File: src/rtl/lcd_timing_gen_if.sv
// Panel-side signal bundle for lcd_timing_gen: pixel strobe in, raster timing and coordinates out.
interface lcd_timing_gen_if #(
    parameter int w_x     = 10,
    parameter int w_y     = 9,
    parameter int w_frame = 8
);
    logic               pix_en;
    logic               de;
    logic               hsync;
    logic               vsync;
    logic [w_x-1:0]     x;
    logic [w_y-1:0]     y;
    logic               frame_start;
    logic [w_frame-1:0] frame_count;

    modport master (
        input  pix_en,
        output de, hsync, vsync, x, y, frame_start, frame_count
    );

    modport slave (
        output pix_en,
        input  de, hsync, vsync, x, y, frame_start, frame_count
    );
endinterface

File: src/rtl/lcd_timing_gen.sv
// Parametrised raster timing generator (active, front porch, sync, back porch on both axes).
// Optional macro LCD_TIMING_MIRROR_EN reverses x/y for panels mounted rotated 180 degrees.
module lcd_timing_gen #(
    parameter int screen_width  = 800,
    parameter int screen_height = 480,
    parameter int h_front       = 210,
    parameter int h_sync        = 20,
    parameter int h_back        = 26,
    parameter int v_front       = 22,
    parameter int v_sync        = 10,
    parameter int v_back        = 13,
    parameter int hs_active_low = 1,
    parameter int vs_active_low = 1,
    parameter int w_frame       = 8,
    parameter int w_x           = $clog2(screen_width),
    parameter int w_y           = $clog2(screen_height)
) (
    input  logic             clk,
    input  logic             rst,
    lcd_timing_gen_if.master bus
);

    localparam int h_total = screen_width + h_front + h_sync + h_back;
    localparam int v_total = screen_height + v_front + v_sync + v_back;
    localparam int w_hc    = $clog2(h_total);
    localparam int w_vc    = $clog2(v_total);

    localparam logic [w_hc-1:0] h_last       = w_hc'(h_total - 1);
    localparam logic [w_vc-1:0] v_last       = w_vc'(v_total - 1);
    localparam logic [w_hc-1:0] h_act_end    = w_hc'(screen_width);
    localparam logic [w_vc-1:0] v_act_end    = w_vc'(screen_height);
    localparam logic [w_hc-1:0] h_sync_start = w_hc'(screen_width + h_front);
    localparam logic [w_hc-1:0] h_sync_end   = w_hc'(screen_width + h_front + h_sync);
    localparam logic [w_vc-1:0] v_sync_start = w_vc'(screen_height + v_front);
    localparam logic [w_vc-1:0] v_sync_end   = w_vc'(screen_height + v_front + v_sync);
    localparam logic [w_x-1:0]  x_last       = w_x'(screen_width - 1);
    localparam logic [w_y-1:0]  y_last       = w_y'(screen_height - 1);
    localparam logic            hs_on        = (hs_active_low == 0);
    localparam logic            vs_on        = (vs_active_low == 0);

    if (h_front < 1 || h_sync < 1 || h_back < 1 ||
        v_front < 1 || v_sync < 1 || v_back < 1) begin : g_bad_porch
        $fatal(1, "lcd_timing_gen: every porch and sync width must be at least 1");
    end
    if (screen_width > (2 ** w_x)) begin : g_bad_w_x
        $fatal(1, "lcd_timing_gen: w_x too narrow for screen_width");
    end
    if (screen_height > (2 ** w_y)) begin : g_bad_w_y
        $fatal(1, "lcd_timing_gen: w_y too narrow for screen_height");
    end

    logic [w_hc-1:0]    hc_reg, hc_next;
    logic [w_vc-1:0]    vc_reg, vc_next;
    logic [w_frame-1:0] frame_count_reg, frame_count_next;
    logic               de_reg, de_next;
    logic               hsync_reg, hsync_next;
    logic               vsync_reg, vsync_next;
    logic [w_x-1:0]     x_reg, x_next;
    logic [w_y-1:0]     y_reg, y_next;
    logic               frame_start_reg, frame_start_next;

    // Outputs are the decode of the counters as they stand before the strobe.
    always_comb begin
        hc_next          = hc_reg + 1'b1;
        vc_next          = vc_reg;
        frame_count_next = frame_count_reg;
        if (hc_reg == h_last) begin
            hc_next = '0;
            vc_next = vc_reg + 1'b1;
            if (vc_reg == v_last) begin
                vc_next          = '0;
                frame_count_next = frame_count_reg + 1'b1;
            end
        end

        de_next          = (hc_reg < h_act_end) && (vc_reg < v_act_end);
        hsync_next       = ((hc_reg >= h_sync_start) && (hc_reg < h_sync_end)) ? hs_on : ~hs_on;
        vsync_next       = ((vc_reg >= v_sync_start) && (vc_reg < v_sync_end)) ? vs_on : ~vs_on;
        frame_start_next = (hc_reg == '0) && (vc_reg == '0);

        x_next = '0;
        y_next = '0;
        if (de_next) begin
`ifdef LCD_TIMING_MIRROR_EN
            x_next = x_last - w_x'(hc_reg);
            y_next = y_last - w_y'(vc_reg);
`else
            x_next = w_x'(hc_reg);
            y_next = w_y'(vc_reg);
`endif
        end
    end

    always_ff @(posedge clk) begin
        if (rst) begin
            hc_reg          <= '0;
            vc_reg          <= '0;
            frame_count_reg <= '0;
            de_reg          <= 1'b0;
            hsync_reg       <= ~hs_on;
            vsync_reg       <= ~vs_on;
            x_reg           <= '0;
            y_reg           <= '0;
            frame_start_reg <= 1'b0;
        end else begin
            // frame_start is a single-clock pulse even when strobes are sparse.
            frame_start_reg <= 1'b0;
            if (bus.pix_en) begin
                hc_reg          <= hc_next;
                vc_reg          <= vc_next;
                frame_count_reg <= frame_count_next;
                de_reg          <= de_next;
                hsync_reg       <= hsync_next;
                vsync_reg       <= vsync_next;
                x_reg           <= x_next;
                y_reg           <= y_next;
                frame_start_reg <= frame_start_next;
            end
        end
    end

    assign bus.de          = de_reg;
    assign bus.hsync       = hsync_reg;
    assign bus.vsync       = vsync_reg;
    assign bus.x           = x_reg;
    assign bus.y           = y_reg;
    assign bus.frame_start = frame_start_reg;
    assign bus.frame_count = frame_count_reg;

endmodule

File: src/flat_wrapper.sv
// flat-port wrapper written by rule: the top's interface ports become plain ports
module lcd_timing_gen_flat 
#(
    parameter int screen_width  = 800,
    parameter int screen_height = 480,
    parameter int h_front       = 210,
    parameter int h_sync        = 20,
    parameter int h_back        = 26,
    parameter int v_front       = 22,
    parameter int v_sync        = 10,
    parameter int v_back        = 13,
    parameter int hs_active_low = 1,
    parameter int vs_active_low = 1,
    parameter int w_frame       = 8,
    parameter int w_x           = $clog2(screen_width),
    parameter int w_y           = $clog2(screen_height)
)
  (clk, rst, bus_pix_en, bus_de, bus_hsync, bus_vsync, bus_x, bus_y, bus_frame_start, bus_frame_count);
  lcd_timing_gen_if #(.w_x(w_x), .w_y(w_y), .w_frame(w_frame)) bus_i ();
  input  logic clk;
  input  logic rst;
  input wire logic [$bits(bus_i.pix_en)-1:0] bus_pix_en;
  output wire logic [$bits(bus_i.de)-1:0] bus_de;
  output wire logic [$bits(bus_i.hsync)-1:0] bus_hsync;
  output wire logic [$bits(bus_i.vsync)-1:0] bus_vsync;
  output wire logic [$bits(bus_i.x)-1:0] bus_x;
  output wire logic [$bits(bus_i.y)-1:0] bus_y;
  output wire logic [$bits(bus_i.frame_start)-1:0] bus_frame_start;
  output wire logic [$bits(bus_i.frame_count)-1:0] bus_frame_count;
  assign bus_i.pix_en = bus_pix_en;
  assign bus_de = bus_i.de;
  assign bus_hsync = bus_i.hsync;
  assign bus_vsync = bus_i.vsync;
  assign bus_x = bus_i.x;
  assign bus_y = bus_i.y;
  assign bus_frame_start = bus_i.frame_start;
  assign bus_frame_count = bus_i.frame_count;
  lcd_timing_gen #(.screen_width(screen_width), .screen_height(screen_height), .h_front(h_front), .h_sync(h_sync), .h_back(h_back), .v_front(v_front), .v_sync(v_sync), .v_back(v_back), .hs_active_low(hs_active_low), .vs_active_low(vs_active_low), .w_frame(w_frame), .w_x(w_x), .w_y(w_y)) u_core (.clk(clk), .rst(rst), .bus(bus_i));
endmodule
File: config.mk
export PLATFORM = sky130hd
export DESIGN_NAME = lcd_timing_gen_flat
export DESIGN_NICKNAME = d
export VERILOG_FILES = /design/src/rtl/lcd_timing_gen_if.sv /design/src/rtl/lcd_timing_gen.sv /design/src/flat_wrapper.sv
export SDC_FILE = /design/constraint.sdc
export NUM_CORES = 1
export LEC_CHECK = 0
export ABC_AREA = 1
export BUFFER_PORTS_ARGS = -buffer_cell sky130_fd_sc_hd__clkbuf_2
export CAP_MARGIN = 20
export CORE_MARGIN = 4
export CORE_UTILIZATION = 53
export DETAILED_ROUTE_END_ITERATION = 6
export PLACE_DENSITY_LB_ADDON = 0.12
export RECOVER_POWER = 25
export SETUP_SLACK_MARGIN = 0.3
export SLEW_MARGIN = 10
export SYNTH_ARGS = -nofsm -noshare
export SYNTH_HDL_FRONTEND = slang
export SYNTH_SLANG_ARGS = --single-unit
export TNS_END_PERCENT = 100
File: constraint.sdc
create_clock -name clk -period 1.7 [get_ports clk]
set_input_delay 0.17 -clock clk [delete_from_list [all_inputs] [get_ports clk]]
set_output_delay 0.17 -clock clk [all_outputs]
set_load 0.01 [all_outputs]
==> qor.txt, run 1 <==
outcome = completed
placed insts = 485
unrepaired setup endpoints after global routing = yes
cells on worst reg2reg path = 8
clock sinks = 52
Yosys cell types = 26
Global Route Usage Sum = 0.2185
area grow syn2layout = 27.65%
Min-Delay Path Class = in -> reg
Mean Syn Cell Area = 6.800 µm²
Die Ht = 78.01 µm
Worst-Margin Slew = 411.1 ps
Total Wirelength = 6697 µm
Crit-path slowest cell = dfxtp_2
reg2reg start = u_core.hc_reg[4]$_SDFFE_PP0P_
CTS tree = yes
synthesized area = 2597 µm²
vias in the first global route = 2328
initial DRC count = 261
total power = 2.108 mW
GRT overflow = 0
Starting Density = 0.5499
Max Cap Viol = 0
TritonCTS buffer count = 5
Final Max Slew Viols = 0
CP cell instances = nand2_1 -> nor2_2 -> buf_4 -> nand4_1 -> nor2_2 -> nand3_1 -> nand2_1 -> nor2_1
# port buffers = 33
crit path capture type = flip-flop
io pins = 34
Yosys warnings = 0
initial antenna violation count = 0
fin crit period = 1457 ps
crit path max fanout = 8
WP buf/inv = 1
Slowest Stage Delay on Critical Path = 440 ps
share of cells above drive strength 1 = 0.2664
cell count after synthesis = 382
register bit total from synthesis = 52
fin cells = 510
placed wire-length estimate = 4405 µm
first-pass GRT wire length = 10960 µm
largest net degree at the start of global routing = 30
first drt pass iteration count = 4
Slew headroom = 0.7255
DRC viols = 0
hold depth = 4
Die ar. = 6085 µm²
ys flop type = dfxtp_1
NumNets Final = 451
Clock transition at path regs = 100 ps
Post-CTS Hold Buffers = 0
antenna-violating nets left = 0
worst ir drop on vdd = 0.0005477 V
Final WS setup = 243.0 ps
Critical R2R Capture = u_core.hc_reg[10]$_SDFFE_PP0P_
vias post-DR = 2644
# rows = 25
PD cells = 635.7 nW/µm²
asr flop ratio synth = 0
htree depth = 2
final instance area = 3316 µm²
Largest register FFs = 11
Placeable Area = 4723 µm²
fmax = 0.6863 GHz
Final Util = 0.7020
Setup Skew = 6.327 ps
worst slack, placed = 38.97 ps
R2R Setup Slk = 240 ps
hold_ws = 233.8 ps
Synth Net Count = 391
total negative slack = 0 ps
Crit path max-delay family = simple AND/OR/NAND/NOR gates
Fin. Hold Viols = 0
die width = 78.01 µm
fin crit share = 0.8571
startpoint types = flip-flop
Clk Latency, worst-skew pair = 310 ps
final setup fails = 0
DR vias/cell = 5.184
static leakage = 1.425 nW
worst path arrival time = 1660 ps
critical path required time = 1900 ps
Cell Area, Placed = 2914 µm²
EDFF count, synth = 0
hold_sp = rst
CTS Root Cell = clkbuf_8
post-synthesis sequential area ratio = 0.4008
most frequent cells in the layout = 86 x nand2_1, 42 x dfxtp_1, 41 x nand3_1, 37 x inv_1, 34 x nor2_1
gpl congestion = 0.8729
commonest non-fill, non-tap cell in the layout = nand2_1
endpoint of the worst hold path = u_core.hc_reg[2]$_SDFFE_PP0P_
ant diodes = 0
Setup CP Type = reg -> reg
DR WL/cell = 13.13 µm
CTS max path bufs = 2
how the worst max path moves through the flow:
stage	startpoint	end	slack (ps)	depth (start not counted)
2_1_floorplan	u_core.hc_reg[0]$_SDFFE_PP0P_	u_core.vc_reg[9]$_SDFFE_PP0P_	320	9
3_3_place_gp	u_core.vc_reg[9]$_SDFFE_PP0P_	u_core.bus.y[1]$_SDFFE_PP0P_	-110	5
3_5_place_dp	u_core.hc_reg[0]$_SDFFE_PP0P_	u_core.bus.frame_count[7]$_SDFFE_PP0P_	40	10
4_1_cts	u_core.vc_reg[2]$_SDFFE_PP0P_	u_core.bus.frame_count[7]$_SDFFE_PP0P_	270	9
5_1_grt	u_core.hc_reg[0]$_SDFFE_PP0P_	u_core.hc_reg[10]$_SDFFE_PP0P_	120	9
6_report	u_core.hc_reg[4]$_SDFFE_PP0P_	u_core.hc_reg[10]$_SDFFE_PP0P_	240	8
routing by layer:
metal | GRT usage | wire length (µm) | up-vias | share of wire
met4 | 0.07692 | 53 | 0 | 0.0079
met1 | 0.2854 | 3041 | 1223 | 0.45
met5 | 0 | 0 | - | 0
met2 | 0.3604 | 3323 | 67 | 0.50
met3 | 0.04060 | 279 | 6 | 0.042
li1 | - | - | 1348 | -
report_power, final:
group	internal (mW)	switching [mW]
logic	0.0464	0.0815
clock network	0.301	0.439
registers	1.23	0.0100
total	1.58	0.530
cell type report:
cell class	instances	area, µm²
clock buffer	5	68.82
clock inverter	3	26.28
fill	418	1408
inverter	46	172.7
multi-input combinational	264	1438
sequential	52	1056
tap	67	83.83
timing repair buffer	73	470.5
worst min-delay path, delay by kind of cell:
family                 cells  cell delay [ps]
AND/OR/NAND/NOR            2              130
buffers and inverters      2              220
kinds of logic after synthesis:
logic type,share of synthesized area
flops,0.4008
xor+xnor,0.01686
compound gates,0.08478
buf+inv,0.1084
fa+ha+maj,0.02890
simple gates,0.3603
cell usage after synthesis (all sizes together) (5+ instances only):
library cell / n / area (µm²)
nand2: 94 / 367.9
dfxtp: 52 / 1041
nand3: 47 / 235.2
nor2: 47 / 200.2
inv: 46 / 172.7
a21oi: 31 / 155.2
buf: 12 / 78.83
nand4: 11 / 68.82
nor3: 10 / 50.05
clkbuf: 8 / 30.03
o21ai: 7 / 35.03
ha: 6 / 75.07
xor2: 5 / 43.79
repair_timing:
action                     CTS  global route
setup endpoints to repair   44            46
pin swaps                    7            20
cloned                       1             1
setup buffers               10             5
resized for setup           26            40
No activity file was read; power rests on OpenSTA's default activity.
==> run 2, diff against run 1 <==
- CELL_PAD_IN_SITES_DETAIL_PLACEMENT: unset -> 2
- CELL_PAD_IN_SITES_GLOBAL_PLACEMENT: unset -> 2
- CORE_UTILIZATION: 53 -> 31
==> qor.txt, run 2 (synthesis results as in run 1) <==
first-pass GRT wire length = 15140 µm
Min-Delay Path Class = in -> reg
Setup CP Type = reg -> reg
initial DRC count = 42
TritonCTS buffer count = 5
Die ar. = 9907 µm²
final setup fails = 0
io pins = 34
GRT overflow = 0
CTS Root Cell = clkbuf_8
fin crit share = 0.8999
Final Util = 0.4079
Setup Skew = 15.14 ps
Total Wirelength = 9258 µm
antenna-violating nets left = 0
Max Cap Viol = 0
worst ir drop on vdd = 0.0002935 V
vias post-DR = 2719
die width = 99.54 µm
total negative slack = 0 ps
NumNets Final = 447
filler instances = 983
Global Route Usage Sum = 0.1913
# rows = 33
first drt pass iteration count = 4
Fin. Hold Viols = 0
htree depth = 2
static leakage = 1.384 nW
hold_ws = 102.5 ps
Final Max Slew Viols = 0
most frequent cells in the layout = 85 x nand2_1, 42 x nand3_1, 40 x inv_1, 39 x dfxtp_1, 33 x nor2_1
fmax = 0.6537 GHz
DRC viols = 0
Clk Latency, worst-skew pair = 330 ps
worst slack, placed = 95.77 ps
fin crit period = 1530 ps
Clock transition at path regs = 120 ps
DR WL/cell = 17.02 µm
Die Ht = 99.54 µm
largest net degree at the start of global routing = 27
commonest non-fill, non-tap cell in the layout = nand2_1
Final WS setup = 170.1 ps
Post-CTS Hold Buffers = 0
Worst-Margin Slew = 457.8 ps
ant diodes = 0
Slew headroom = 0.6944
PD cells = 651.0 nW/µm²
clock sinks = 52
# port buffers = 33
share of cells above drive strength 1 = 0.2620
DR vias/cell = 4.998
initial antenna violation count = 0
Largest register FFs = 11
unrepaired setup endpoints after global routing = yes
startpoint types = flip-flop
area grow syn2layout = 28.37%
CTS max path bufs = 2
Starting Density = 0.3177
CTS tree = yes
crit path max fanout = 5
critical path required time = 1960 ps
placed wire-length estimate = 6339 µm
worst path arrival time = 1790 ps
Placeable Area = 8175 µm²
gpl congestion = 0.8036
vias in the first global route = 2969
outcome = completed
crit path capture type = flip-flop
run 2: cell types whose count changed in the layout (fill, tap and decap cells not counted), moves of 2 or more:
cell | previous run | this run
a21oi_1 | 30 | 27
inv_1 | 37 | 40
buf_4 | 32 | 30
buf_6 | 8 | 5
a21oi_2 | 1 | 4
dfxtp_2 | 9 | 11
inv_2 | 9 | 5
dfxtp_1 | 42 | 39
run 2: path summary, 6_finish.rpt:
path,to,depth (start not counted),start,slack (ps)
min reg2reg,u_core.bus.y[4]$_SDFFE_PP0P_,2,u_core.bus.y[4]$_SDFFE_PP0P_,470
min,u_core.vc_reg[7]$_SDFFE_PP0P_,2,rst,100
max,u_core.vc_reg[5]$_SDFFE_PP0P_,8,u_core.hc_reg[0]$_SDFFE_PP0P_,170
max reg2reg,u_core.vc_reg[5]$_SDFFE_PP0P_,8,u_core.hc_reg[0]$_SDFFE_PP0P_,170
run 2: cell type report:
class / count / area (µm²) / share of cell area
Inverter: 46 / 175.2 / 0.05253
Multi-Input combinational cell: 264 / 1429 / 0.4285
Tap cell: 105 / 131.4 / 0.03940
Sequential cell: 52 / 1062 / 0.3186
Timing Repair Buffer: 69 / 441.7 / 0.1325
Clock inverter: 3 / 26.28 / 0.007880
Clock buffer: 5 / 68.82 / 0.02064
run 2: per-stage QoR:
| stage | instances | power [mW] | instance area (µm²) |
|---|---|---|---|
| finish | 544 | 2.171 | 3334 |
| global route | 544 | 2.279 | 3334 |
| CTS | 540 | 2.205 | 3247 |
| detailed placement | 523 | 1.383 | 2962 |
| global placement | 523 | 1.380 | 2962 |
| floorplan | 382 | 1.342 | 2601 |
run 2: worst max-delay path: stages, from the launching register on:
cell     delay, ps
dfxtp_2        380
ha_4           160
nand4_1        170
nor2_2         210
nand2_4        110
buf_6          150
o21ai_2        110
nand2_1         70
nor2_1          90
run 2: timing repair:
action | in CTS | in global routing
gates resized for setup | 35 | 29
gates cloned | 1 | 1
setup endpoints to repair | 46 | 47
setup buffers | 8 | 3
pin swaps | 10 | 5
run 2: per-layer routing:
metal / part of all wire / vias up / GRT usage
li1: - / 1339 / -
met1: 0.44 / 1331 / 0.2308
met2: 0.52 / 37 / 0.3497
met3: 0.030 / 12 / 0.03296
met4: 0.012 / 0 / 0.04832
met5: 0 / - / 0
run 2: where the power goes:
group	total (mW)	internal, mW	switching [mW]
combinational	0.125	0.0397	0.0853
sequential	1.24	1.23	0.0101
clock	0.807	0.305	0.502
total	2.17	1.57	0.597
